File: src/rtl/multicycle_ctrl_fsm.sv
// Multicycle control unit for the rv32i core.
// Sequences each instruction through fetch/decode/execute/memory/writeback
// states over a shared memory port, drives the datapath strobes and muxes,
// supervises memory wait states with an optional timeout, traps illegal
// opcodes and counts retired instructions.
module multicycle_ctrl_fsm #(
  parameter int CNT_W     = 32,
  parameter int TRAP_HALT = 1,
  parameter int JAL_LINK  = 1,
  parameter int TIMEOUT   = 0
) (
  input  logic             clk,
  input  logic             reset,
  input  logic [6:0]       op,
  input  logic             mem_ready,
  output logic             mem_req,
  output logic             adr_src,
  output logic             ir_write,
  output logic             pc_write,
  output logic             mem_write,
  output logic             reg_write,
  output logic             branch,
  output logic [1:0]       alu_src_a,
  output logic [1:0]       alu_src_b,
  output logic [1:0]       alu_op,
  output logic [1:0]       result_src,
  output logic [1:0]       imm_src,
  output logic             illegal,
  output logic             bus_err,
  output logic [CNT_W-1:0] instret,
  output logic [3:0]       state
);

  typedef enum logic [3:0] {
    S_FETCH    = 4'd0,
    S_DECODE   = 4'd1,
    S_MEMADR   = 4'd2,
    S_MEMREAD  = 4'd3,
    S_MEMWB    = 4'd4,
    S_MEMWRITE = 4'd5,
    S_EXECUTER = 4'd6,
    S_EXECUTEI = 4'd7,
    S_ALUWB    = 4'd8,
    S_BEQ      = 4'd9,
    S_JAL      = 4'd10,
    S_ILLEGAL  = 4'd11
  } state_t;

  localparam logic [6:0] OP_LOAD  = 7'd3;
  localparam logic [6:0] OP_STORE = 7'd35;
  localparam logic [6:0] OP_RTYPE = 7'd51;
  localparam logic [6:0] OP_ITYPE = 7'd19;
  localparam logic [6:0] OP_BEQ   = 7'd99;
  localparam logic [6:0] OP_JAL   = 7'd111;

  // Wait counter only needs to reach TIMEOUT-1; the expiring cycle is the
  // TIMEOUT-th consecutive cycle without mem_ready.
  localparam int WCW = (TIMEOUT > 1) ? $clog2(TIMEOUT + 1) : 1;
  localparam logic [WCW-1:0] WAIT_LAST = (TIMEOUT > 0) ? WCW'(TIMEOUT - 1) : '0;

  state_t         cur;
  state_t         nxt;
  logic [WCW-1:0] wait_cnt;
  logic           mem_state;
  logic           expired;
  logic           retire;
  logic           mem_req_s;
  logic           ir_write_s;
  logic           pc_write_s;
  logic           mem_write_s;
  logic           reg_write_s;
  logic           branch_s;

  assign mem_state = (cur == S_FETCH) || (cur == S_MEMREAD) || (cur == S_MEMWRITE);
  assign expired   = (TIMEOUT > 0) && mem_state && !mem_ready && (wait_cnt == WAIT_LAST);

  // State register: async reset returns to fetch.
  always_ff @(posedge clk or posedge reset) begin
    if (reset) cur <= S_FETCH;
    else       cur <= nxt;
  end

  // Wait-state counter: restarts on every state change, counts stalled cycles.
  always_ff @(posedge clk or posedge reset) begin
    if (reset)                        wait_cnt <= '0;
    else if (nxt != cur)              wait_cnt <= '0;
    else if (mem_state && !mem_ready) wait_cnt <= wait_cnt + 1'b1;
  end

  // Sticky bus error, set by a memory timeout.
  always_ff @(posedge clk or posedge reset) begin
    if (reset)        bus_err <= 1'b0;
    else if (expired) bus_err <= 1'b1;
  end

  // Retired-instruction counter, wraps silently.
  always_ff @(posedge clk or posedge reset) begin
    if (reset)       instret <= '0;
    else if (retire) instret <= instret + CNT_W'(1);
  end

  // Next-state logic and Moore datapath controls.
  always_comb begin
    nxt         = cur;
    mem_req_s   = 1'b0;
    adr_src     = 1'b0;
    ir_write_s  = 1'b0;
    pc_write_s  = 1'b0;
    mem_write_s = 1'b0;
    reg_write_s = 1'b0;
    branch_s    = 1'b0;
    alu_src_a   = 2'b00;
    alu_src_b   = 2'b00;
    alu_op      = 2'b00;
    result_src  = 2'b00;
    illegal     = 1'b0;
    retire      = 1'b0;
    case (cur)
      S_FETCH: begin
        mem_req_s  = 1'b1;
        alu_src_b  = 2'b10;
        result_src = 2'b10;
        if (mem_ready) begin
          ir_write_s = 1'b1;
          pc_write_s = 1'b1;
          nxt        = S_DECODE;
        end
      end
      S_DECODE: begin
        alu_src_a = 2'b01;
        alu_src_b = 2'b01;
        case (op)
          OP_LOAD, OP_STORE: nxt = S_MEMADR;
          OP_RTYPE:          nxt = S_EXECUTER;
          OP_ITYPE:          nxt = S_EXECUTEI;
          OP_BEQ:            nxt = S_BEQ;
          OP_JAL:            nxt = S_JAL;
          default:           nxt = S_ILLEGAL;
        endcase
      end
      S_MEMADR: begin
        alu_src_a = 2'b10;
        alu_src_b = 2'b01;
        nxt       = (op == OP_LOAD) ? S_MEMREAD : S_MEMWRITE;
      end
      S_MEMREAD: begin
        mem_req_s = 1'b1;
        adr_src   = 1'b1;
        if (mem_ready) nxt = S_MEMWB;
      end
      S_MEMWB: begin
        result_src  = 2'b01;
        reg_write_s = 1'b1;
        retire      = 1'b1;
        nxt         = S_FETCH;
      end
      S_MEMWRITE: begin
        mem_req_s   = 1'b1;
        adr_src     = 1'b1;
        mem_write_s = !expired;
        if (mem_ready) begin
          retire = 1'b1;
          nxt    = S_FETCH;
        end
      end
      S_EXECUTER: begin
        alu_src_a = 2'b10;
        alu_op    = 2'b10;
        nxt       = S_ALUWB;
      end
      S_EXECUTEI: begin
        alu_src_a = 2'b10;
        alu_src_b = 2'b01;
        alu_op    = 2'b10;
        nxt       = S_ALUWB;
      end
      S_ALUWB: begin
        reg_write_s = 1'b1;
        retire      = 1'b1;
        nxt         = S_FETCH;
      end
      S_BEQ: begin
        alu_src_a = 2'b10;
        alu_op    = 2'b01;
        branch_s  = 1'b1;
        retire    = 1'b1;
        nxt       = S_FETCH;
      end
      S_JAL: begin
        alu_src_a  = 2'b01;
        alu_src_b  = 2'b10;
        pc_write_s = 1'b1;
        if (JAL_LINK != 0) begin
          nxt = S_ALUWB;
        end else begin
          retire = 1'b1;
          nxt    = S_FETCH;
        end
      end
      S_ILLEGAL: begin
        illegal = 1'b1;
        if (TRAP_HALT == 0) nxt = S_FETCH;
      end
      default: nxt = S_FETCH;
    endcase
    if (expired) nxt = S_ILLEGAL;
  end

  // Immediate format select, decoded straight from the opcode.
  always_comb begin
    imm_src = 2'b00;
    case (op)
      OP_STORE: imm_src = 2'b01;
      OP_BEQ:   imm_src = 2'b10;
      OP_JAL:   imm_src = 2'b11;
      default:  imm_src = 2'b00;
    endcase
  end

  // Strobes are forced low while reset is held, even though fetch is shown.
  assign mem_req   = mem_req_s   & ~reset;
  assign ir_write  = ir_write_s  & ~reset;
  assign pc_write  = pc_write_s  & ~reset;
  assign mem_write = mem_write_s & ~reset;
  assign reg_write = reg_write_s & ~reset;
  assign branch    = branch_s    & ~reset;
  assign state     = cur;

endmodule

File: config.mk
export PLATFORM = sky130hd
export DESIGN_NAME = multicycle_ctrl_fsm
export DESIGN_NICKNAME = d
export VERILOG_FILES = /design/src/rtl/multicycle_ctrl_fsm.sv
export SDC_FILE = /design/constraint.sdc
export NUM_CORES = 1
export LEC_CHECK = 0
export CAP_MARGIN = 25
export CORE_UTILIZATION = 52
export CTS_BUF_LIST = sky130_fd_sc_hd__clkbuf_4
export DETAILED_ROUTE_END_ITERATION = 8
export PLACE_DENSITY = 0.86
export SLEW_MARGIN = 20
export SYNTH_ARGS = -nofsm -noshare
export SYNTH_HDL_FRONTEND = slang
export SYNTH_SLANG_ARGS = --single-unit
export TNS_END_PERCENT = 100
File: constraint.sdc
create_clock -name clk -period 4.7 [get_ports clk]
set_input_delay 0.94 -clock clk [delete_from_list [all_inputs] [get_ports clk]]
set_output_delay 0.94 -clock clk [all_outputs]
set_load 0.005 [all_outputs]
==> results of run 1 <==
power by group:
group	switching, W	internal (W)	total, W
Clock	0.000103	0.000109	0.000211
Sequential	0.000104	0.000346	0.000451
Combinational	0.000206	0.000284	0.000490
layout make-up:
class	instances	share of cell area (%)
clock buffers	5	1.34
clock inverters	3	1.34
inverters	3	0.402
multi-input cells	168	39.8
flip-flops and latches	36	32.2
well taps	48	2.14
repair buffers	64	22.8
synth_stat cells (all sizes together) (2+ instances only):
library cell	number	area share, %
nor3	11	3.4
dfrtp	36	44
nand2b	4	1.2
xor2	15	6.4
and2	3	0.97
nand4b	2	1.6
nor4	5	2.3
mux2i	2	0.97
and2b	2	0.85
inv	3	0.55
nand2	22	4.0
a21oi	7	2.3
nand3	7	1.7
nor2b	2	0.61
nor2	25	4.6
and4	6	2.9
buf	3	0.79
xnor2	19	8.1
clkbuf	3	0.55
and3	10	3.2
or3	4	1.2
nand4	6	2.6
o21ai	4	0.97
final timing paths:
| kind | start | to | slack [ns] | cells past startpoint |
|---|---|---|---|---|
| min in group asynchronous | reset | instret[16] | 1.19 | 3 |
| min | instret[31] | instret[31] | 0.48 | 1 |
| max in group asynchronous | reset | instret[10] | 3.18 | 3 |
| max reg2reg | state[1] | instret[9] | 2.62 | 4 |
| max | op[3] | imm_src[0] | 1.12 | 4 |
| min reg2reg | instret[31] | instret[31] | 0.48 | 1 |
metal layers:
metal | wire length, um | global-route usage [%] | vias to the layer above
met4 | 16 | 4.44 | 0
met3 | 177 | 6.69 | 2
met2 | 2440 | 41.4 | 45
met5 | 0 | 0 | -
met1 | 2120 | 32.6 | 863
li1 | - | - | 866
flip-flops by register name, indices dropped and copies added (netlist names):
| signal | flops |
|---|---|
| state | 4 |
| instret | 32 |
kinds of logic (layout without fill, tap and decap cells):
group	after synthesis	count (layout)
AO/OA/AOI/OAI	17	17
multiplexers	3	3
adder cells (fa/ha/maj)	1	1
buffers and inverters	9	75
XOR/XNOR	34	34
other	1	1
AND/OR/NAND/NOR	112	112
flip-flops	36	36
stage by stage:
stage / worst slack (ns) / instance area (um^2)
floorplan: 1.76 / 2060
global placement: 1.14 / 2730
detailed placement: 1.14 / 2730
CTS: 1.11 / 2800
global route: 1.03 / 2800
finish: 1.12 / 2800
==> reports/qor.yml, run 1 <==
ys_types: 46
drc: 0
synth_simple_gate_area_share_pct: 32.1
postCtsHoldBufs: 0
layout-drive-gt1-share_pct: 9.68
dr.pass1.iters: 4
slew_headroom_pct: 49.4
start_util_pct: 55.3
syn_area_mm2: 0.00206
ant_nets: 0
fillers: 282
worst_pin_slew_ns: 0.759
core-area_mm2: 0.00372
worstPathMaxFanout: 5
cts_buffer_depth: 2
whs_ns: 0.483
portBuffers: 63
min_period_ns: 3.58
synth.ff_latch_count: 36
outcome: "completed"
routedWlPerCell_um: 14.5
cts_sinks: 36
clock_skew_ns: 0.0108
dp_cells: 319
fin_nets: 289
setup_tns_ns: 0
synth_fp_nets: 224
h-tree-depth: 2
synthAdderAreaFrac_pct: 0.609
synth-main-ff-cell: "dfrtp_1"
crit_family: "buffers and inverters"
p_leak_nw: 1.26
clk_latency_ns: 0.33
path_class: "primary input to output port"
cts_resized: 0
async_reset_ff_share_pct: 100
grt_pass1_vias: 1652
required_ns: 3.76
multiInputGateArea_mm2: 0.00112
core.rowCount: 22
syn_to_final_growth_pct: 36.3
grt_pass1_wl_um: 8000
final_util_pct: 75.4
yosys_warnings: 0
cp.arrival_ns: 2.64
power.density_mw_per_mm2: 411
slowest_delay_ns: 0.54
track_usage_pct: 24.9
synth_edf_count: 0
clock-root-buffer: "clkbuf_4"
crit_buf_inv: 2
hp-class: "register to register"
via_count: 1776
maxSlewViolCount: 0
crit_top_cell: "clkdlybuf4s50_1"
antenna_found_initial: 0
via_per_inst: 5.43
final_common_cell: "clkdlybuf4s50_1"
synth_top_family_by_area: "simple AND/OR/NAND/NOR gates"
place_congestion: 0.848
postSynthCellCount: 213
die-area_mm2: 0.00421
drtIter0Drc: 108
postSynthAreaPerCell_um2: 9.65
grt.overflow.total: 0
wl_um: 4750
clk_pin_slew_ns: 0.11
fin_crit_sh_pct: 76.3
cts_setup_buffers: 0
final-setup-viol-count: 0
path_cells: "clkdlybuf4s50_1 > or3_1 > a211oi_1 > clkdlybuf4s50_1"
rsz0062_at_grt: "no"
io_pins: 65
regArea_um2: 901
layoutNonFillerInstCount: 327
cp-start-kind: "primary input"
max_freq_mhz: 279
die_w_um: 64.9
die_h_um: 64.9
hold_viol: 0
mostFrequentLayoutCells: "clkdlybuf4s50_1, dfrtp_1, nor2_1, nand2_1, xnor2_1"
synth_compound_area_share_pct: 5.36
cp-end-kind: "output port"
synth_mux_area_share_pct: 1.52
drv_cap: 0
dpl.hpwl_um: 3530
grt_start_max_net_pins: 37
slowest_stage: "clkdlybuf4s50_1"
cts_tree: "done"
n_antenna_cell: 0
yosysSeqAreaShare_pct: 43.8
power.total_w: 0.00115
synth_xor_xnor_area_share_pct: 14.5
vdd_drop_max_v: 0.000293
cts_buffers: 5
Note: power is estimated with default switching activity, not from simulation.
==> inputs of run 2 (changes only) <==
Settings changed: CORE_UTILIZATION 52 to 48, PLACE_DENSITY 0.86 to 0.8.
Clock period 4.7 ns to 3.7 ns, I/O delays scaled along.
==> reports/qor.yml, run 2 (same netlist as run 1, synthesis figures left out) <==
outcome: "completed"
max_freq_mhz: 315
r2r_cells: 4
drtIter0Drc: 86
fin_crit_sh_pct: 85.8
slowest_delay_ns: 0.54
fin_nets: 289
cts_tree: "done"
portBuffers: 63
cts_buffer_depth: 2
final-setup-viol-count: 0
layout-drive-gt1-share_pct: 10.0
p_leak_nw: 1.25
grt_start_max_net_pins: 37
dp_cells: 321
slowest_stage: "clkdlybuf4s50_1"
ant_nets: 0
cts_setup_buffers: 0
fillers: 336
routedWlPerCell_um: 13.3
final_common_cell: "clkdlybuf4s50_1"
via_per_inst: 5.37
cp-end-kind: "output port"
core.rowCount: 23
holdPathStages: 1
worst_pin_slew_ns: 0.738
whs_ns: 0.481
worstPathMaxFanout: 5
largest_register_ffs: 32
power.density_mw_per_mm2: 500
mostFrequentLayoutCells: "clkdlybuf4s50_1, dfrtp_1, nor2_1, nand2_1, xnor2_1"
die_w_um: 67.4
cts_resized: 0
cp.arrival_ns: 2.43
crit_top_cell: "clkdlybuf4s50_1"
die-area_mm2: 0.00455
layoutNonFillerInstCount: 329
dpl.hpwl_um: 3220
path_cells: "clkdlybuf4s50_1 > or3_1 > a211oi_1 > clkdlybuf4s50_1"
wl_um: 4380
syn_to_final_growth_pct: 35.5
rsz0062_at_grt: "no"
hp-class: "register to register"
path_class: "primary input to output port"
postCtsHoldBufs: 0
cp-start-kind: "primary input"
maxSlewViolCount: 0
drv_cap: 0
vdd_drop_max_v: 0.000336
grt_pass1_wl_um: 7280
track_usage_pct: 21.5
clock_skew_ns: 0.0117
cts_sinks: 36
grt.overflow.total: 0
clock-root-buffer: "clkbuf_4"
io_pins: 65
h-tree-depth: 2
hold_viol: 0
dr.pass1.iters: 4
top_register: "instret"
via_count: 1767
place_congestion: 0.838
clk_latency_ns: 0.35
start_util_pct: 50.7
drc: 0
clk_pin_slew_ns: 0.10
slew_headroom_pct: 50.8
n_antenna_cell: 0
core-area_mm2: 0.00406
required_ns: 2.96
cts_buffers: 5
grt_pass1_vias: 1624
min_period_ns: 3.17
die_h_um: 67.4
antenna_found_initial: 0
setup_tns_ns: 0
## run 2: cell count changes in the layout (fill, tap and decap cells not counted)
| cell | previous run | this run |
|---|---|---|
| clkinvlp_4 | 0 | 1 |
| clkinv_1 | 2 | 1 |
| bufinv_16 | 1 | 0 |
| clkbuf_4 | 5 | 6 |
## run 2: metal layers
metal / vias up / global-route usage [%] / routed length [um]
met3: 7 / 5.91 / 230
met5: - / 0 / 0
li1: 868 / - / -
met4: 0 / 9.31 / 70
met2: 53 / 34.0 / 2120
met1: 839 / 27.2 / 1960
## run 2: worst paths after layout
kind	to	slack (ns)	from
worst max-delay path	imm_src[0]	0.53	op[3]
worst min-delay path	instret[31]	0.48	instret[31]
worst max register to register	instret[23]	1.66	state[1]
worst min register to register	instret[31]	0.48	instret[31]
max in group asynchronous	instret[31]	2.40	reset
min in group asynchronous	instret[14]	0.98	reset
## run 2: report_power, final
| part | internal (W) | total (W) | switching (W) |
|---|---|---|---|
| Sequential | 0.000440 | 0.000568 | 0.000128 |
| Combinational | 0.000358 | 0.000612 | 0.000254 |
| Clock | 0.0000797 | 0.000214 | 0.000134 |
| Total | 0.000878 | 0.00139 | 0.000515 |
## run 2: critical path: cells and delay by family
family / cells / cell delay (ns)
buffers and inverters: 2 / 1.00
AO/OA/AOI/OAI: 1 / 0.23
AND/OR/NAND/NOR: 1 / 0.46
## run 2: cell type report
cell class              instances  area [um^2]  area share (%)
multi-input cells             168         1120            40.1
inverters                       3         11.3           0.404
clock buffers                   6         45.0            1.62
repair buffers                 64          638            22.9
clock inverters                 2         11.3           0.404
well taps                      50         62.6            2.25
flip-flops and latches         36          901            32.3
## run 2: metrics by stage
stage	total power, W	worst slack [ns]	instance area (um^2)	util, %
floorplan	0.000885	1.16	2060	-
global placement	0.00118	0.535	2730	67.3
detailed placement	0.00118	0.551	2730	67.3
CTS	0.00140	0.523	2790	68.6
global route	0.00149	0.456	2790	68.6
finish	0.00139	0.526	2790	68.6
